==> src/rtl/zigbee_cordic_vec_pipe.sv <==
// Vectoring CORDIC: phase, raw magnitude and wrapped phase step of (ibb,qbb).
// Pipeline register every REG_EVERY micro-rotations; global stall on backpressure.
module zigbee_cordic_vec_pipe #(
  parameter int IQ_SIZE    = 5,
  parameter int W_SIZE     = 6,
  parameter int NUM_STAGES = 4,
  parameter int REG_EVERY  = 2
) (
  input  logic                 clk,
  input  logic                 reset_n,
  input  logic [IQ_SIZE-1:0]   ibb,
  input  logic [IQ_SIZE-1:0]   qbb,
  input  logic                 iValid,
  output logic                 iReady,
  output logic [W_SIZE-1:0]    wout,
  output logic [IQ_SIZE+1:0]   mag,
  output logic [W_SIZE-1:0]    wdelta,
  output logic                 oValid,
  input  logic                 oReady
);

  localparam int XY = IQ_SIZE + 2;
  localparam int SH = 16 - W_SIZE;
  localparam int ATAN_T [12] = '{8192, 4836, 2555, 1297, 651, 326,
                                 163, 81, 41, 20, 10, 5};
  localparam logic [W_SIZE-1:0] HALF = {1'b1, {(W_SIZE-1){1'b0}}};

  // round half toward zero from the 2^-16 turn table
  function automatic logic [W_SIZE-1:0] atan_k(input int k);
    int r;
    r = (ATAN_T[k] + (((1 << SH) - 1) >> 1)) >> SH;
    return r[W_SIZE-1:0];
  endfunction

  logic                 en;
  logic signed [XY-1:0] ie, qe;
  logic signed [XY-1:0] s0_x, s0_y;
  logic [W_SIZE-1:0]    s0_w;
  logic                 s0_v, s0_z;
  logic [W_SIZE-1:0]    prev;
  logic                 first;
  logic [W_SIZE-1:0]    w_last;
  logic                 z_last;

  assign ie = {{2{ibb[IQ_SIZE-1]}}, ibb};
  assign qe = {{2{qbb[IQ_SIZE-1]}}, qbb};

  always_ff @(posedge clk) begin
    if (!reset_n) begin
      s0_x <= '0;
      s0_y <= '0;
      s0_w <= '0;
      s0_v <= 1'b0;
      s0_z <= 1'b0;
    end else if (en) begin
      s0_v <= iValid;
      s0_z <= (ibb == '0) && (qbb == '0);
      if (ibb[IQ_SIZE-1]) begin
        s0_x <= -ie;
        s0_y <= -qe;
        s0_w <= HALF;
      end else begin
        s0_x <= ie;
        s0_y <= qe;
        s0_w <= '0;
      end
    end
  end

  for (genvar k = 0; k < NUM_STAGES; k++) begin : g_rot
    localparam logic [W_SIZE-1:0] AK = atan_k(k);
    logic signed [XY-1:0] xi, yi, xn, yn, xo, yo;
    logic [W_SIZE-1:0]    wi, wn, wo;
    logic                 vi, zi, vo, zo;

    if (k == 0) begin : g_src
      assign xi = s0_x;
      assign yi = s0_y;
      assign wi = s0_w;
      assign vi = s0_v;
      assign zi = s0_z;
    end else begin : g_src
      assign xi = g_rot[k-1].xo;
      assign yi = g_rot[k-1].yo;
      assign wi = g_rot[k-1].wo;
      assign vi = g_rot[k-1].vo;
      assign zi = g_rot[k-1].zo;
    end

    always_comb begin
      if (!yi[XY-1]) begin
        xn = xi + (yi >>> k);
        yn = yi - (xi >>> k);
        wn = wi + AK;
      end else begin
        xn = xi - (yi >>> k);
        yn = yi + (xi >>> k);
        wn = wi - AK;
      end
    end

    if (((k + 1) % REG_EVERY == 0) || (k == NUM_STAGES - 1)) begin : g_reg
      always_ff @(posedge clk) begin
        if (!reset_n) begin
          xo <= '0;
          yo <= '0;
          wo <= '0;
          vo <= 1'b0;
          zo <= 1'b0;
        end else if (en) begin
          xo <= xn;
          yo <= yn;
          wo <= wn;
          vo <= vi;
          zo <= zi;
        end
      end
    end else begin : g_pass
      assign xo = xn;
      assign yo = yn;
      assign wo = wn;
      assign vo = vi;
      assign zo = zi;
    end
  end

  assign w_last = g_rot[NUM_STAGES-1].wo;
  assign z_last = g_rot[NUM_STAGES-1].zo;
  assign oValid = g_rot[NUM_STAGES-1].vo;
  assign mag    = g_rot[NUM_STAGES-1].xo;

  // an all-zero input has no defined angle; report it as zero
  assign wout   = z_last ? '0 : w_last;
  assign en     = !oValid || oReady;
  assign iReady = en;
  assign wdelta = first ? '0 : wout - prev;

  always_ff @(posedge clk) begin
    if (!reset_n) begin
      prev  <= '0;
      first <= 1'b1;
    end else if (oValid && oReady) begin
      prev  <= wout;
      first <= 1'b0;
    end
  end

endmodule

==> config.mk <==
export PLATFORM = sky130hd
export DESIGN_NAME = zigbee_cordic_vec_pipe
export DESIGN_NICKNAME = d
export VERILOG_FILES = /design/src/rtl/zigbee_cordic_vec_pipe.sv
export SDC_FILE = /design/constraint.sdc
export NUM_CORES = 1
export LEC_CHECK = 0
export CORE_UTILIZATION = 40
export DETAILED_ROUTE_END_ITERATION = 7
export PLACE_DENSITY = 0.64
export SLEW_MARGIN = 30
export SYNTH_ARGS = -nofsm -noshare
export SYNTH_HDL_FRONTEND = slang
export SYNTH_SLANG_ARGS = --single-unit
==> constraint.sdc <==
create_clock -name clk -period 4.5 [get_ports clk]
set_clock_uncertainty 0.05 [all_clocks]
set_input_delay 1.125 -clock clk [delete_from_list [all_inputs] [get_ports clk]]
set_output_delay 1.125 -clock clk [all_outputs]
set_load 0.02 [all_outputs]
==> results of run 1 <==
[sequential cells by signal, summed over array words and instances, names as in the netlist, 2 cells and up]
signal	count
g_rot.wo	11
g_rot.xi	7
g_rot.xo	7
g_rot.yi	7
g_rot.yo	7
g_rot.zo	2
mag	7
prev	6
[worst min path at each step]
stage | endpoint | depth (start not counted)
floorplan | g_rot[3].wo[1]$_SDFFE_PN0P_ | 2
global placement | g_rot[3].wo[1]$_SDFFE_PN0P_ | 2
detailed placement | g_rot[3].wo[1]$_SDFFE_PN0P_ | 2
CTS | g_rot[3].wo[1]$_SDFFE_PN0P_ | 2
global route | mag[5]$_SDFFE_PN0P_ | 2
finish | mag[5]$_SDFFE_PN0P_ | 2
[power by group through the flow]
| stage | logic (mW) | clock network [mW] | registers, mW |
|---|---|---|---|
| 2_1_floorplan | 2.75 | 0 | 0.785 |
| 3_3_place_gp | 3.43 | 0 | 0.772 |
| 3_5_place_dp | 3.48 | 0 | 0.778 |
| 4_1_cts | 3.53 | 0.723 | 0.767 |
| 5_1_grt | 4.28 | 0.744 | 0.792 |
| 6_report | 3.78 | 0.703 | 0.775 |
[worst reg2reg max path, delay by kind of cell (launching register included)]
kind	cells	cell delay [ps]
DFF	1	310
buffers and inverters	1	170
xor gates and xnor gates	3	540
and+or+nand+nor	5	790
adders and majority gates	2	770
AOI/OAI and AO/OA	9	1500
[layout by cell type, fill, tap and decap left out, types with 6 or more instances in the layout]
master,count
nor2_1,28
a21o_1,12
buf_4,23
and2_1,7
ha_1,62
xnor2_1,28
o21a_1,10
o211ai_1,6
o21ai_0,28
o31ai_1,7
xor2_1,15
inv_1,70
a21boi_0,21
o211a_1,15
fa_1,10
dfxtp_1,59
a211oi_1,8
clkdlybuf4s50_1,33
a21oi_1,30
nand3_1,17
or3_1,6
o21ai_1,6
nor2b_1,22
clkbuf_16,9
nand2_1,69
nor3_1,10
mux2i_1,8
[routing by layer]
metal | vias to the layer above | share of wire [%] | GRT usage, %
met5 | - | 0 | 0
met4 | 0 | 1.6 | 5.78
met3 | 18 | 3.5 | 2.87
met2 | 78 | 47 | 32.3
met1 | 2261 | 48 | 24.8
li1 | 2466 | - | -
[what timing repair did]
action | 4_1_cts | 5_1_grt
buffers inserted | 0 | 5
gates resized for setup | 0 | 24
endpoints found under the setup margin | 0 | 7
[cell families (layout without fill, tap and decap cells)]
group           count (synthesis)  after routing
fa+ha+maj                      74             74
simple gates                  210            210
compound gates                179            179
xor+xnor                       45             45
mux                            11             11
flops                          60             60
buf+inv                       100            146
[stage by stage]
stage / std cells / instance area, um2 / setup TNS [ps] / util (%)
finish: 901 / 6490 / 0 / 48.8
global placement: 880 / 6060 / 0 / 45.6
global route: 901 / 6490 / -19.9 / 48.8
detailed placement: 880 / 6060 / 0 / 45.6
CTS: 896 / 6360 / 0 / 47.9
floorplan: 679 / 5480 / 0 / -
[area by class of cell]
class	instances	area, um2
inverter	71	267
clock inverter	7	75.1
fill	1283	6800
timing repair buffer	59	524
sequential	60	1200
multi-input combinational	519	3980
clock buffer	9	225
tap	176	220
==> impl_results.md, run 1 <==
- CTS Root Buffer Type: clkbuf_16
- Clock latency on the worst-skew pair: 330 ps
- Fin Hold WS: 401 ps
- Mapped Area: 5480 um2
- Die area: 14200 um2
- Final worst setup slack: 290 ps
- Main synth FF type: dfxtp_1
- Reg-to-reg slack, setup: 290 ps
- WP data arrival: 4420 ps
- Synth Area in XOR/XNOR: 7.44%
- Crit-path cells: buf_4 > nor3_2 > nor2_1 > xor2_1 > ha_1 > a21oi_2 > o221ai_2 > a211o_4 > a21oi_2 > xnor2_1 > nand2b_1 > xnor2_1 > fa_1 > nor2b_1 > o21ai_1 > a21oi_2 > o21a_1 > a211oi_1 > or2_2 > o211ai_1
- Most common cell in the netlist: inv_1
- CTS Buf Count: 9
- Area leader, netlist: dfxtp_1
- ANT nets after route: 0
- Vias/cell: 5.35
- CP peak stage delay: 430 ps
- Final Max Tran Viols: 0
- First-pass GRT wire length: 22100 um
- Main combinational cell family by area after synthesis: compound AO/OA/AOI/OAI gates
- Max Cap Violations: 0
- Crit path from: g_rot[1].xo[2]$_SDFFE_PN0P_
- Crit. path cell count: 20
- Initial antenna violation count: 0
- CTS tree: yes
- Outcome: complete, no violations
- Worst slew margin: 37.4%
- Drt pass-1 iters: 4
- Compound-gate portion of the synthesized area: 23.1%
- IO Pins: 35
- Vias in the first global route: 4697
- Syn avg cell area: 8.07 um2
- Sequential power share: 14.7%
- DP HPWL: 9410 um
- Crit path capture: mag[6]$_SDFFE_PN0P_
- Hold Crit Class: flip-flop to flip-flop
- Critical Path Start Type: flip-flop
- #FFs+latches synth: 60
- Synth Instances: 679
- Syn-to-layout area delta: 18.4%
- Sw Share: 44.8%
- Mux cell area share after synthesis: 2.15%
- Vias: 4823
- Post-synthesis adder-cell area fraction: 18.3%
- Number of synthesized flops with an enable pin: 0
- Critical path type: flip-flop to flip-flop
- Layout cells sized above 1: 10.6%
- Asr flop ratio synth: 0%
- Crit path top cell by count: a21oi_2
- IO buf count: 34
- Pin count of the biggest net entering global routing: 59
- Final Total Pwr: 5.25 mW
- Clock power frac: 13.4%
- Tot GR Track Use: 19.1%
- Die W: 119 um
- Worst-margin pin slew: 935 ps
- Distinct cells, synth: 74
- Nets: 808
- # hold bufs at CTS: 0
- P_sw: 2.35 mW
- Clk slew on worst S/H paths: 60 ps
- Area contributors post-synth: dfxtp_1 (22%), ha_1 (15%), inv_1 (4.8%)
- RR Startpoint: g_rot[1].xo[2]$_SDFFE_PN0P_
- Post-Synth Simple-Gate Area: 19.9%
- Synth Warn #: 0
- WP buf/inv: 1
- Dpl ws: 101 ps
- Gr ovfl total: 0
- Reg-to-Reg End: mag[6]$_SDFFE_PN0P_
- Final Hold Fails: 0
- Pwr Density: 809 nW/um2
- Drt total wl: 13000 um
- Max VDD drop: 0.461 mV
- Critical Path Sink Type: flip-flop
- Core Area: 13300 um2
- Synth top area share: 21.9%
- R2r worst-path depth: 20
- Initial core utilization: 41.2%
- Iteration-0 DRC Markers: 250
- DRC errors left: 0
- Internal: 2.90 mW
- Period minus WS final: 4210 ps
- Setup violators final: 0
- CP delay by family, top: compound AO/OA/AOI/OAI gates
- Combinational power share: 71.9%
- Chip height: 119 um
- H-tree depth: 3
- Clock sink count: 60
- Worst EP required: 4710 ps
- Crit-path max FO: 7
- Diodes inserted: 0
- Routability congestion estimate: 0.914
- Final worst path period share: 93.5%
- Top cells by count, synth: inv_1 (70), nand2_1 (69), ha_1 (64), dfxtp_1 (60), a21oi_1 (33)
- Avg WL per Cell: 14.4 um
- Row count: 42
- Leak Pwr: 2.87 nW
- Fmax: 238 MHz
- Slowest stage cell, crit path: fa_1
- CTS Buffer Depth: 2
- Sequential fraction of the synthesis area: 21.9%
- Syn Nets: 767
- Hold Startpoint: mag[5]$_SDFFE_PN0P_
No activity file was read; power rests on OpenSTA's default activity.
==> run 2: changes to the inputs <==
--- a/config.mk
+++ b/config.mk
@@ -5,6 +5,7 @@
 export SDC_FILE = /design/constraint.sdc
 export NUM_CORES = 1
 export LEC_CHECK = 0
+export CAP_MARGIN = 20
 export CORE_UTILIZATION = 40
 export DETAILED_ROUTE_END_ITERATION = 7
 export PLACE_DENSITY = 0.64
==> constraint.sdc (replaced) <==
create_clock -name clk -period 4.5 [get_ports clk]
set_clock_uncertainty 0.05 [all_clocks]
set_input_delay 1.125 -clock clk [delete_from_list [all_inputs] [get_ports clk]]
set_output_delay 1.125 -clock clk [all_outputs]
set_load 0.05 [all_outputs]
==> run 2 against run 1 <==
Register-to-register slack got worse by 40 ps; routed wire length shrank 1.9%; first-iteration DRC count decreased by 4.4%; total power rose by 2.5%; global-route usage is 0.22 points lower; sequential share of layout area grew 0.19 points; non-clock buffer count decreased by 8; clock-buffer cell count stayed put; cell count down 0.89%; critical path type unchanged; largest cell class unchanged.
==> impl_results.md, run 2 (synthesis results as in run 1) <==
- Die W: 119 um
- Max VDD drop: 0.410 mV
- H-tree depth: 3
- RSZ-0062 raised after global routing: false
- Diodes inserted: 0
- Final instance area: 6420 um2
- Vias: 4764
- Post-CTS Repair Setup Buffers: 0
- CTS Buffer Depth: 2
- Critical path type: flip-flop to flip-flop
- Final Max Tran Viols: 0
- Crit-path max FO: 7
- Slowest stage cell, crit path: a211o_4
- Final Non-Filler Cells: 893
- CTS Root Buffer Type: clkbuf_16
- IO buf count: 34
- Vias in the first global route: 4660
- Area of the multi-input gates: 3980 um2
- DP HPWL: 9750 um
- Initial antenna violation count: 0
- Worst-margin pin slew: 936 ps
- Row count: 42
- Worst EP required: 4690 ps
- IO Pins: 35
- CTS Buf Count: 9
- Drt total wl: 12700 um
- Fmax: 235 MHz
- Layout cells sized above 1: 9.90%
- Crit-path cells: inv_1 > ha_1 > mux2_2 > ha_1 > a31oi_4 > o221ai_2 > a211o_4 > and2_1 > and2b_1 > xnor2_1 > ha_1 > nor2b_2 > o21ai_1 > a21oi_2 > o21a_1 > o211a_1 > or2_2 > o211ai_1
- Core Area: 13300 um2
- Sw Share: 45.9%
- WP buf/inv: 1
- Combinational power share: 72.9%
- Crit path top cell by count: ha_1
- Final worst path period share: 94.5%
- Dpl cells: 877
- Max Cap Violations: 0
- Post-layout util: 48.3%
- Chip height: 119 um
- Pwr Density: 838 nW/um2
- Final total negative setup slack: 0 ps
- Vias/cell: 5.33
- Pin count of the biggest net entering global routing: 59
- Final Hold Fails: 0
- Clock sink count: 60
- Avg WL per Cell: 14.2 um
- Outcome: complete, no violations
- Most frequent cells in the layout: inv_1 (70), nand2_1 (69), ha_1 (60)
- Leak Pwr: 2.83 nW
- Worst slew margin: 37.4%
- DRC errors left: 0
- First-pass GRT wire length: 22100 um
- Die area: 14200 um2
- CTS tree: yes
- Routability congestion estimate: 0.841
- Iteration-0 DRC Markers: 239
- Clock power frac: 12.8%
- Filler Cell Count: 1269
- Nets: 800
- WP data arrival: 4440 ps
- Max reg flops: 11
- Syn-to-layout area delta: 17.2%
- Clk slew on worst S/H paths: 60 ps
- ANT nets after route: 0
- Fin Hold WS: 416 ps
- Gr ovfl total: 0
- Placement Cell Area: 6040 um2
- Tot GR Track Use: 18.9%
- P_sw: 2.47 mW
- Setup violators final: 0
- Sequential power share: 14.3%
- Drt pass-1 iters: 4
- Largest register by flop count: g_rot.wo
- Internal: 2.91 mW
- Reg area: 1200 um2
- Hold Crit Class: flip-flop to flip-flop
- Critical Path Sink Type: flip-flop
- Initial core utilization: 41.2%
- Period minus WS final: 4250 ps
- CP delay by family, top: compound AO/OA/AOI/OAI gates
- Critical Path Start Type: flip-flop
- Most common cell after layout, fill and taps aside: inv_1
- Clock latency on the worst-skew pair: 320 ps
- CP peak stage delay: 380 ps
## run 2: through the flow
| stage | total power [mW] | worst slack (ps) |
|---|---|---|
| finish | 5.38 | 249 |
| global route | 5.92 | 2.53 |
| CTS | 5.21 | 20.1 |
| detailed placement | 4.49 | 40.7 |
| global placement | 4.38 | 177 |
| floorplan | 3.64 | 137 |
## run 2: path summary, 6_finish.rpt
path / startpoint / endpoint / slack, ps / cells after the start
max reg2reg: g_rot[1].xo[3]$_SDFFE_PN0P_ / mag[6]$_SDFFE_PN0P_ / 250 / 18
max: g_rot[1].xo[3]$_SDFFE_PN0P_ / mag[6]$_SDFFE_PN0P_ / 250 / 18
min: g_rot[1].zo$_SDFFE_PN0P_ / g_rot[1].zo$_SDFFE_PN0P_ / 420 / 2
min reg2reg: g_rot[1].zo$_SDFFE_PN0P_ / g_rot[1].zo$_SDFFE_PN0P_ / 420 / 2
## run 2: repair_timing
item                                    CTS  global route
hold buffers                              0             0
gates resized for setup                   0            24
endpoints found under the setup margin    0             8
endpoints found under the hold margin     0             0
## run 2: layout make-up
| class | count | share of cell area [%] |
|---|---|---|
| multi-input cells | 519 | 61.9 |
| flip-flops and latches | 60 | 18.7 |
| repair buffers | 51 | 7.17 |
| inverters | 71 | 4.15 |
| clock buffers | 9 | 3.51 |
| well taps | 176 | 3.43 |
| clock inverters | 7 | 1.17 |
## run 2: tightest hold or removal path, delay by kind of cell (launching register included)
family | cells | cell delay (ps)
simple gates | 1 | 50
compound gates | 1 | 60
flops | 1 | 310
## run 2: power by group through the flow
stage | Clock (mW) | Sequential [mW] | Combinational (mW)
floorplan | 0 | 0.841 | 2.80
global route | 0.730 | 0.787 | 4.41
detailed placement | 0 | 0.779 | 3.71
finish | 0.689 | 0.771 | 3.92
CTS | 0.702 | 0.768 | 3.74
global placement | 0 | 0.774 | 3.61
## run 2: routing by layer
metal  GRT usage, %  wire length [um]  vias to the layer above
met4           4.11               135                        0
met5              0                 0                        -
met1           25.2              6140                     2232
li1               -                 -                     2441
met3           2.44               353                       13
met2           32.1              6080                       78
